File: config.mk
export PLATFORM = sky130hd
export DESIGN_NAME = acc_core
export DESIGN_NICKNAME = d
export VERILOG_FILES = /design/src/rtl/acc_core.sv
export SDC_FILE = /design/constraint.sdc
export NUM_CORES = 1
export LEC_CHECK = 0
export CAP_MARGIN = 20
export CORE_MARGIN = 2
export CORE_UTILIZATION = 56
export CTS_CLUSTER_SIZE = 28
export DETAILED_ROUTE_END_ITERATION = 16
export PLACE_DENSITY_LB_ADDON = 0.2
export SYNTH_ARGS = -nofsm -noshare
export SYNTH_HDL_FRONTEND = slang
export SYNTH_SLANG_ARGS = --single-unit
File: constraint.sdc
create_clock -name clk -period 4.7 [get_ports clk]
set_input_delay 1.41 -clock clk [delete_from_list [all_inputs] [get_ports clk]]
set_output_delay 1.41 -clock clk [all_outputs]
set_load 0.005 [all_outputs]
File: src/rtl/acc_core.sv
// Parametrised multicycle accumulator core: FETCH/EXEC/MEM/HALT over req/ack memories.
// Optional multiplier for opcode 16 is built only when ACC_CORE_MUL_EN is defined.
module acc_core #(
    parameter int unsigned DATA_W   = 12,
    parameter int unsigned ADDR_W   = 12,
    parameter int unsigned OPND_W   = 12,
    parameter int unsigned NUM_REGS = 4
) (
    input  logic                clk,
    input  logic                rst,
    output logic [ADDR_W-1:0]   im_addr,
    output logic                im_req,
    input  logic                im_ack,
    input  logic [OPND_W+4:0]   im_rdata,
    output logic [ADDR_W-1:0]   dm_addr,
    output logic [DATA_W-1:0]   dm_wdata,
    output logic                dm_we,
    output logic                dm_req,
    input  logic                dm_ack,
    input  logic [DATA_W-1:0]   dm_rdata,
    output logic [DATA_W-1:0]   acc_out,
    output logic                flag_z,
    output logic                flag_n,
    output logic                halted
);

    localparam int unsigned INSTR_W = 5 + OPND_W;
    localparam int unsigned K_W     = $clog2(NUM_REGS);

    localparam logic [4:0] OP_LDI   = 5'd1;
    localparam logic [4:0] OP_LOAD  = 5'd2;
    localparam logic [4:0] OP_STORE = 5'd3;
    localparam logic [4:0] OP_MOVR  = 5'd4;
    localparam logic [4:0] OP_MOVA  = 5'd5;
    localparam logic [4:0] OP_ADD   = 5'd6;
    localparam logic [4:0] OP_SUB   = 5'd7;
    localparam logic [4:0] OP_AND   = 5'd8;
    localparam logic [4:0] OP_OR    = 5'd9;
    localparam logic [4:0] OP_XOR   = 5'd10;
    localparam logic [4:0] OP_INC   = 5'd11;
    localparam logic [4:0] OP_CLR   = 5'd12;
    localparam logic [4:0] OP_JMP   = 5'd13;
    localparam logic [4:0] OP_JZ    = 5'd14;
    localparam logic [4:0] OP_JN    = 5'd15;
`ifdef ACC_CORE_MUL_EN
    localparam logic [4:0] OP_MUL   = 5'd16;
`endif
    localparam logic [4:0] OP_HALT  = 5'd31;

    typedef enum logic [1:0] {S_FETCH, S_EXEC, S_MEM, S_HALT} state_t;

    state_t                 state_q, state_d;
    logic [ADDR_W-1:0]      pc_q, pc_d;
    logic [DATA_W-1:0]      ac_q, ac_d;
    logic [INSTR_W-1:0]     ir_q, ir_d;
    logic [NUM_REGS-1:0]    reg_we;
    logic [NUM_REGS*DATA_W-1:0] regs_flat;

    logic [4:0]             opcode;
    logic [OPND_W-1:0]      opnd;
    logic [K_W-1:0]         k;
    logic [DATA_W-1:0]      rk;
    logic                   is_store;

    assign opcode   = ir_q[INSTR_W-1 -: 5];
    assign opnd     = ir_q[OPND_W-1:0];
    assign k        = opnd[K_W-1:0];
    assign rk       = regs_flat[int'(k)*DATA_W +: DATA_W];
    assign is_store = (opcode == OP_STORE);

`ifdef ACC_CORE_MUL_EN
    logic [DATA_W-1:0] mul_lo;
    assign mul_lo = ac_q * rk;
`endif

    genvar gi;
    generate
        for (gi = 0; gi < NUM_REGS; gi++) begin : g_reg
            logic [DATA_W-1:0] r_q;
            always_ff @(posedge clk or posedge rst) begin
                if (rst) begin
                    r_q <= '0;
                end else if (reg_we[gi]) begin
                    r_q <= ac_q;
                end
            end
            assign regs_flat[gi*DATA_W +: DATA_W] = r_q;
        end
    endgenerate

    always_ff @(posedge clk or posedge rst) begin
        if (rst) begin
            state_q <= S_FETCH;
            pc_q    <= '0;
            ac_q    <= '0;
            ir_q    <= '0;
        end else begin
            state_q <= state_d;
            pc_q    <= pc_d;
            ac_q    <= ac_d;
            ir_q    <= ir_d;
        end
    end

    always_comb begin
        state_d = state_q;
        pc_d    = pc_q;
        ac_d    = ac_q;
        ir_d    = ir_q;
        reg_we  = '0;
        unique case (state_q)
            S_FETCH: begin
                if (im_ack) begin
                    ir_d    = im_rdata;
                    pc_d    = pc_q + ADDR_W'(1);
                    state_d = S_EXEC;
                end
            end
            S_EXEC: begin
                state_d = S_FETCH;
                case (opcode)
                    OP_LDI:   ac_d = DATA_W'(opnd);
                    OP_LOAD,
                    OP_STORE: state_d = S_MEM;
                    OP_MOVR:  reg_we[k] = 1'b1;
                    OP_MOVA:  ac_d = rk;
                    OP_ADD:   ac_d = ac_q + rk;
                    OP_SUB:   ac_d = ac_q - rk;
                    OP_AND:   ac_d = ac_q & rk;
                    OP_OR:    ac_d = ac_q | rk;
                    OP_XOR:   ac_d = ac_q ^ rk;
                    OP_INC:   ac_d = ac_q + DATA_W'(1);
                    OP_CLR:   ac_d = '0;
                    OP_JMP:   pc_d = opnd[ADDR_W-1:0];
                    OP_JZ:    if (flag_z) pc_d = opnd[ADDR_W-1:0];
                    OP_JN:    if (flag_n) pc_d = opnd[ADDR_W-1:0];
`ifdef ACC_CORE_MUL_EN
                    OP_MUL:   ac_d = mul_lo;
`endif
                    OP_HALT:  state_d = S_HALT;
                    default:  ;
                endcase
            end
            S_MEM: begin
                // Address/data stay driven from IR and AC, so they are stable until ack.
                if (dm_ack) begin
                    if (!is_store) ac_d = dm_rdata;
                    state_d = S_FETCH;
                end
            end
            S_HALT: ;
            default: state_d = S_FETCH;
        endcase
    end

    // Requests come from state only; gating with rst drops them the moment reset rises.
    assign im_req   = (state_q == S_FETCH) && !rst;
    assign dm_req   = (state_q == S_MEM) && !rst;
    assign dm_we    = dm_req && is_store;
    assign im_addr  = pc_q;
    assign dm_addr  = opnd[ADDR_W-1:0];
    assign dm_wdata = ac_q;
    assign acc_out  = ac_q;
    assign flag_z   = (ac_q == '0);
    assign flag_n   = ac_q[DATA_W-1];
    assign halted   = (state_q == S_HALT);

endmodule

[Yosys cells after proc, flatten, opt, wreduce, memory -nomap -nowiden]
Index checks and enable logic that the tools add are counted.
Word-level totals
  register bits: 91
  input port bits: 33
Cells by class
  add/subtract/negate cells: 4
  multipliers: 1
  $lt $le $gt $ge: 2
  eq/ne operators: 26
  shifts and indexed selects: 1
  multiplexer cells: 17
  bitwise logic cells: 3
  reduce and logical (&&, ||, !) cells: 15
Operator list (count)
  $pmux 12 s9: 1
  $mux 12: 5
  $pmux 12 s2: 2
  $shiftx 48x7->12: 1
  $eq 5x4->1 const B: 8
  $pmux 12 s3: 1
  $add 12x1->12 const B: 2
  $eq 5x3->1 const B: 4
  $add 12x12->12: 1
  $and 12x12->12: 1
  $logic_not 12->1: 1
  $or 12x12->12: 1
  $sub 12x12->12: 1
  $xor 12x12->12: 1
  $eq 5x2->1 const B: 2
  $ne 10x1->1 const B: 1
  $mux 4: 2
  $ne 2x2->1 const B: 3
  $ne 3x3->1 const B: 2
  $pmux 2 s3: 1
  $eq 5x1->1 const B: 1
  $eq 5x5->1 const B: 1
  $reduce_and 5->1: 1
  $eq 2x2->1 const B: 2
  other kinds (18): 23

[Depth between registers and ports, before layout]
Gate-level depths: netlist of the first run.
  word-level depth: 6
  depth in mapped cells: 17
  mapped depth without buffers: 15

[Worst setup path after synthesis of the first run]
Ideal clock, no wire load.
  path type: reg2reg
  from: register ir_q[0]
  to: register ac_q[11] (netlist: acc_out[11])
  setup time: 0.134 ns
  data arrival time: 3.525 ns
  required time: 4.566 ns
  path slack: 1.041 ns
  stages on the path, launching flop included: 17
  period minus slack after synthesis: 3.659 ns
  cells stage by stage: dfrtp_1 -> buf_6 -> clkbuf_1 -> mux4_2 -> inv_1 -> ha_1 -> nor2_1 -> xnor2_1 -> nor2_1 -> ha_1 -> and2_1 -> a221oi_1 -> a211oi_1 -> o41ai_1 -> nor3_1 -> o211ai_1 -> nand3_1
Between the ends
  word-level cells in the longest chain between the ends: 5
Ends and longest elaborated chain
  from (decl): RTL line 55  | logic [INSTR_W-1:0] ir_q, ir_d;
  from (signal assigned): RTL line 101  | ir_q <= ir_d;
  $mul 2x2->4 (*): RTL line 68  | assign rk = regs_flat[int'(k)*DATA_W +: DATA_W];
  $shiftx 48x7->12 (*): RTL line 68
  $sub 12x12->12 (tied with other cells): RTL line 128  | OP_SUB: ac_d = ac_q - rk;
  $pmux 12 s9 (*): RTL line 121  | case (opcode)
  $pmux 12 s2 (*): RTL line 111  | unique case (state_q)
  to (signal assigned): RTL line 95  | ac_q <= '0;
  to (signal assigned): RTL line 100  | ac_q <= ac_d;
  to (decl): RTL line 54  | logic [DATA_W-1:0] ac_q, ac_d;
Every way passes the cells marked *; elsewhere a longest branch is shown, timed or not.
A chain may end at the register's enable or synchronous reset.

[Worst setup path in the final report of the first run]
  from: input port rst
  to: output port dm_we
Between the ends
  word-level cells in the longest chain between the ends: 3
Ends and longest elaborated chain
  from (decl): RTL line 10  | input logic rst,
  $logic_not 1->1: RTL line 158  | assign dm_req = (state_q == S_MEM) && !rst;
  $logic_and 1x1->1: RTL line 158
  $logic_and 1x1->1: RTL line 159  | assign dm_we = dm_req && is_store;
  to (decl): RTL line 17  | output logic dm_we,
No other way between the ends.

==> results of run 1 <==
==> worst max-delay path by stage <==
stage | from | end | slack [ns] | cells after the start
floorplan | rst | acc_out[0] | 0.93 | 1
global placement | rst | dm_we | 0.46 | 4
detailed placement | rst | dm_we | 0.42 | 4
CTS | rst | dm_we | 0.42 | 4
global route | ir_q[1] | acc_out[11] | 0.18 | 13
finish | rst | dm_we | 0.44 | 4
==> cells by family (layout without fill, tap and decap cells) <==
logic type                 Yosys count  in the layout
AOI/OAI and AO/OA                  173            173
and+or+nand+nor                    165            165
buffers and inverters               97            153
DFF                                 91             91
muxes                               59             59
adders and majority gates           45             45
xor gates and xnor gates            17             17
==> layer usage <==
layer | wire length [um] | up-vias
met5 | 0 | -
met4 | 239 | 0
met3 | 905 | 20
met2 | 7500 | 172
met1 | 7180 | 2441
li1 | - | 2420
==> layout make-up <==
| class | count | area (um^2) |
|---|---|---|
| multi-input cells | 459 | 3410 |
| inverters | 38 | 144 |
| fillers | 853 | 3610 |
| clock buffers | 10 | 138 |
| well taps | 140 | 175 |
| clock inverters | 6 | 65.1 |
| flip-flops and latches | 91 | 2280 |
| repair buffers | 99 | 968 |
==> registers in the layout, summed over array words and instances, names as in the netlist <==
register,count
ir_q,17
state_q,2
g.r_q,48
acc_out,12
im_addr,12
==> where the power goes <==
group	internal, mW	total, mW	switching, mW	leakage [nW]
logic	1.48	3.06	1.58	1.87
clock network	0.260	0.545	0.284	0.102
registers	1.12	1.57	0.447	1.18
==> cells in the final DEF, fill, tap and decap left out, drive strengths merged, types with 5 or more instances in the layout <==
cell,count
buf,12
a222oi,7
nand3,11
a221oi,5
ha,44
clkbuf,11
a21oi,24
mux2,32
nor2,42
inv,35
o21ai,66
nand2b,5
dfrtp,91
o22ai,21
o31ai,9
clkinv,7
clkdlybuf4s50,86
and3,9
a31oi,5
xnor2,15
o211ai,8
nand2,69
nor3,6
mux2i,15
mux4,12
==> critical path, stage by stage <==
cell	delay, ns
clkdlybuf4s50_1	0.47
nor2_1	0.17
nor4b_1	0.25
clkdlybuf4s50_1	0.55
==> stage by stage <==
step                      instances  instance area (um^2)  setup WS [ns]
after floorplan                 647                  6170          0.926
after global placement          825                  6960          0.460
after detailed placement        825                  6960          0.423
after CTS                       841                  7170          0.422
after global routing            843                  7180          0.182
final                           843                  7180          0.436
==> results by group, run 1 <==
Status
  – Status: finished clean

Worst hold path
  – Hold Path Depth: 2
  – HP Start: g_reg[2].r_q[2]
  – WHS Endpoint: g_reg[2].r_q[2]
  – HP Class: flop to flop

Setup path
  – Crit path arrival time: 2.85 ns
  – Critical Path RT: 3.29 ns
  – CP Class: input pin to primary output
  – Highest fanout seen on the critical path: 3
  – R2R depth: 13
  – R2R setup slack: 0.44 ns
  – Crit start category: input pin
  – Reg2reg start: ir_q[1]
  – Crit path capture type: primary output
  – RR Endpoint: acc_out[11]

STA
  – WHS: 0.485 ns
  – Fin crit share: 90.7%
  – Final Max Slew Viols: 0
  – Clock Skew: 0.0109 ns
  – Fmax: 0.235 GHz
  – RSZ-0062 raised after global routing: false
  – Fin. Hold Viols: 0
  – Final TNS setup: 0 ns
  – Least-Margin Pin Slew: 0.892 ns
  – Tmin final: 4.26 ns
  – Final setup vio count: 0
  – Max transition margin: 40.4%

Yosys
  – Mux contribution to synthesized area: 12.7%
  – Most frequent cell after synthesis: dfrtp_1
  – Syn Nets: 725
  – EDFF count, synth: 0
  – Post-Syn Instances: 647
  – Ys Warns: 0
  – Post-synth top area cell: dfrtp_1
  – Complex-gate fraction of the synthesized area: 18.0%
  – Seq/Total Area, Yosys: 36.9%
  – Seq cells post-synth: 91
  – Commonest cells in the netlist: 91 x dfrtp_1, 69 x nand2_1, 44 x ha_1, 44 x o21ai_0, 42 x nor2_1
  – XOR/XNOR Fraction of Synth Area: 2.41%
  – Area share of fa/ha/maj cells after synthesis: 9.24%
  – Area share of and/or/nand/nor cells after synthesis: 12.8%
  – Yosys cell types: 67
  – Ys async rst share: 100%
  – Post-Syn Area: 6170 um^2
  – Top FF cell, synth: dfrtp_1
  – Largest family of logic cells by synthesized area: compound AO/OA/AOI/OAI gates
  – Synth top area share: 36.9%
  – Synth Area per Inst: 9.54 um^2
  – Dominant cells by area after synthesis: dfrtp_1 37%, ha_1 8.9%, mux2_2 4.9%

Routing
  – Routed len/inst: 18.8 um
  – Drt total wl: 15800 um
  – Post-DRT Antenna Nets: 0
  – DR vias: 5053
  – DRT iter0 DRCs: 527
  – Remaining DRCs: 0
  – Drt via density: 5.99
  – 1st-pass router iterations: 5

Run
  – Max Cap Viol: 0

CTS
  – Clock Tree Buf Depth: 2
  – Hold buffers post-CTS: 0
  – Post_cts resized: 0
  – H-tree depth reported by CTS: 3
  – Number of buffers created by CTS: 9
  – Clock Sinks: 91
  – Clk root buf: clkbuf_8
  – Clock transition at path regs: 0.09 ns
  – Clk_lat worst skew: 0.37 ns
  – Postcts setup bufs: 0
  – TritonCTS clock tree: yes

Power
  – Cell area power density: 720 nW/um^2
  – Worst vdd ir: 330 uV
  – Pwr Total: 5.17 mW
  – Leakage: 3.14 nW

GRT
  – First-pass GRT wire length: 25100 um
  – Met3 track utilization from global routing: 4.24%
  – Largest net degree at the start of global routing: 50
  – Initial antenna violation count: 0
  – Vias in the first global route: 5031
  – GR peak layer: met2
  – Grt met1 use: 37.3%
  – GR Util met2: 45.5%
  – Remaining Overflow, GRT: 0
  – Overall Global Routing Usage: 27.6%

Placement
  – Hpwl dp: 11700 um
  – GPL Wtd Cong: 0.885
  – IO buf count: 86

Die
  – Area of the core: 10800 um^2
  – Number of cell rows: 38
  – Initial core utilization: 57.2%
  – Die X: 109 um
  – IO Pins: 87
  – Die area: 11900 um^2
  – Die H: 109 um

Finish
  – Layout cell share with drive strength beyond 1: 11.4%
  – Final design utilization: 66.5%
  – Nets: 776
  – Ant diodes: 0
  – Layout area overhead: 16.3%
Power figures use the tool's default switching activity.
==> inputs of run 2 (changes only) <==
--- a/config.mk
+++ b/config.mk
@@ -5,8 +5,8 @@
 export SDC_FILE = /design/constraint.sdc
 export NUM_CORES = 1
 export LEC_CHECK = 0
-export CAP_MARGIN = 20
-export CORE_MARGIN = 2
+export CAP_MARGIN = 25
+export CORE_MARGIN = 5
 export CORE_UTILIZATION = 56
 export CTS_CLUSTER_SIZE = 28
 export DETAILED_ROUTE_END_ITERATION = 16
==> results by group, run 2 (synthesis results as in run 1) <==
Die
  – Die area: 13200 um^2 (+11%)
  – Die H: 115 um (+5.5%)
  – Area of the core: 10800 um^2 (+0.44%)
  – IO Pins: 87 (unchanged)
  – Number of cell rows: 38 (unchanged)
  – Initial core utilization: 56.9% (-0.25 points)
  – Die X: 115 um (+5.5%)

Finish
  – Nets: 777 (+0.13%)
  – Fin area: 7220 um^2 (+0.54%)
  – Fill cell count: 849 (-0.47%)
  – Register area: 2280 um^2 (unchanged)
  – Largest register FFs: 48 (unchanged)
  – Area of the multi-input gates: 3410 um^2 (unchanged)
  – Largest reg by FF count: g.r_q
  – Layout area overhead: 16.9%
  – Most frequent cells in the layout: 91 x dfrtp_1, 86 x clkdlybuf4s50_1, 69 x nand2_1, 44 x o21ai_0, 44 x ha_1
  – Ant diodes: 0 (unchanged)
  – Top Registers: g.r_q (48), ir_q (17)
  – Most common cell after layout, fill and taps aside: dfrtp_1
  – Layout cell share with drive strength beyond 1: 11.4% (unchanged)

Placement
  – IO buf count: 86 (unchanged)
  – GPL Wtd Cong: 0.911 (+3.0%)
  – Area after DPL: 6970 um^2 (+0.11%)
  – Hpwl dp: 11800 um (+0.82%)

Setup path
  – CP startpoint: rst
  – R2R setup slack: 0.58 ns (+0.14 ns)
  – Highest fanout seen on the critical path: 3 (unchanged)
  – CP Class: input pin to primary output
  – RR Endpoint: acc_out[11]
  – Top delay family on crit path: buffers and inverters
  – Worst-path cell chain: clkdlybuf4s50_1 -> nor2_1 -> nor4b_1 -> clkdlybuf4s50_1
  – Slowest-stage cell, CP: clkdlybuf4s50_1
  – Crit path capture type: primary output
  – Critical Path RT: 3.29 ns (about the same)
  – Crit start category: input pin
  – Most used cell, CP: clkdlybuf4s50_1
  – R2R depth: 15 (+2)
  – Crit path arrival time: 2.91 ns (+0.06 ns)
  – Reg2reg start: ir_q[1]
  – Slowest stage delay, CP: 0.56 ns (about the same)
  – CP bufs+invs: 2 (unchanged)

CTS
  – Clock Sinks: 91 (unchanged)
  – Clk root buf: clkbuf_8
  – Clock Tree Buf Depth: 2 (unchanged)
  – Clock transition at path regs: 0.08 ns (about the same)
  – Postcts setup bufs: 0 (unchanged)
  – H-tree depth reported by CTS: 3 (unchanged)
  – Post_cts resized: 0 (unchanged)
  – Hold buffers post-CTS: 0 (unchanged)
  – Clk_lat worst skew: 0.38 ns (about the same)
  – Number of buffers created by CTS: 9 (unchanged)
  – TritonCTS clock tree: yes

Power
  – Internal power: 2.95 mW (+3.2%)
  – Clk pwr share: 11.8% (+1.3 points)
  – Worst vdd ir: 378 uV (+14%)
  – Switching power: 2.32 mW (+0.18%)
  – Net Sw Frac: 44.0% (-0.73 points)
  – Cell area power density: 730 nW/um^2 (+1.3%)
  – Flop pwr share: 29.8% (-0.5 points)
  – Leakage: 3.17 nW (+0.69%)
  – Gate power share: 58.5% (-0.6 points)

Worst hold path
  – HP Class: flop to flop
  – Hold Path Depth: 2 (unchanged)
  – WHS Endpoint: g_reg[3].r_q[2]
  – HP Start: g_reg[3].r_q[2]

STA
  – Clock Skew: 0.0109 ns (-0.0000298 ns)
  – Fmax: 0.232 GHz (-1.3%)
  – Fin. Hold Viols: 0 (unchanged)
  – Tmin final: 4.32 ns (+0.0546 ns)
  – Least-Margin Pin Slew: 0.835 ns (-0.0569 ns)
  – Final setup vio count: 0 (unchanged)
  – RSZ-0062 raised after global routing: false
  – Final Max Slew Viols: 0 (unchanged)
  – Max transition margin: 44.2% (+3.8 points)
  – Fin crit share: 91.9% (+1.2 points)
  – Final TNS setup: 0 ns (unchanged)

Status
  – Status: finished clean

Routing
  – DRT iter0 DRCs: 523 (-0.76%)
  – 1st-pass router iterations: 7 (+2)
  – Drt via density: 6.17 (+2.9%)
  – Routed len/inst: 19.0 um (+1.2%)
  – DR vias: 5202 (+2.9%)
  – Post-DRT Antenna Nets: 0 (unchanged)
  – Drt total wl: 16000 um (+1.2%)
  – Remaining DRCs: 0 (unchanged)

GRT
  – Overall Global Routing Usage: 24.9% (-2.6 points)
  – Largest net degree at the start of global routing: 92 (+84%)
  – Vias in the first global route: 5135 (+2.1%)
  – Remaining Overflow, GRT: 0 (unchanged)
  – Initial antenna violation count: 0 (unchanged)
  – First-pass GRT wire length: 25900 um (+3.2%)

Run
  – Max Cap Viol: 0 (unchanged)
==> run 2: cell types whose count changed in the layout (fill, tap and decap cells not counted) <==
cell	before	now
buf_4	10	11
inv_6	0	1
clkinv_4	2	0
bufinv_16	1	2
clkinvlp_4	1	0
clkbuf_8	10	12
clkinv_2	3	1
==> run 2: final cells by class <==
type	instances	area share [%]
Timing Repair Buffer	100	13.5
Clock buffer	12	2.29
Clock inverter	3	0.953
Multi-Input combinational cell	459	47.3
Tap cell	140	2.43
Inverter	38	1.99
Sequential cell	91	31.5
==> run 2: worst max-delay path by stage <==
stage | to | slack, ns | cells after the start
2_1_floorplan | acc_out[0] | 0.93 | 1
3_3_place_gp | dm_we | 0.37 | 4
3_5_place_dp | dm_we | 0.38 | 4
4_1_cts | dm_we | 0.37 | 4
5_1_grt | dm_we | 0.30 | 4
6_report | dm_we | 0.38 | 4
==> run 2: worst min-delay path: stages, from the launching register on <==
cell and delay [ns]:
dfrtp_1 0.34, nand2_1 0.04, o21ai_0 0.06
==> run 2: per-layer routing <==
metal	part of all wire, %	vias to the layer above	global-route usage (%)
li1	-	2421	-
met1	43	2518	33.0
met2	48	225	41.0
met3	6.7	38	4.05
met4	2.6	0	10.3
met5	0	-	0
==> run 2: power groups by stage <==
| stage | clock network (mW) | registers, mW | logic, mW |
|---|---|---|---|
| 5_1_grt | 0.664 | 1.62 | 3.39 |
| 2_1_floorplan | 0 | 1.39 | 2.30 |
| 3_5_place_dp | 0 | 1.58 | 3.04 |
| 6_report | 0.619 | 1.57 | 3.08 |
| 4_1_cts | 0.633 | 1.56 | 3.05 |
| 3_3_place_gp | 0 | 1.56 | 2.91 |
==> run 2: per-stage QoR <==
stage | util [%] | std cells | power, mW | worst slack [ns] | hold WS (ns)
3_3_place_gp | 64.3 | 826 | 4.47 | 0.372 | 0.456
6_report | 66.6 | 843 | 5.27 | 0.381 | 0.481
3_5_place_dp | 64.3 | 826 | 4.62 | 0.380 | 0.466
2_1_floorplan | - | 647 | 3.69 | 0.926 | 0.442
4_1_cts | 66.5 | 841 | 5.25 | 0.374 | 0.486
5_1_grt | 66.6 | 843 | 5.68 | 0.305 | 0.492
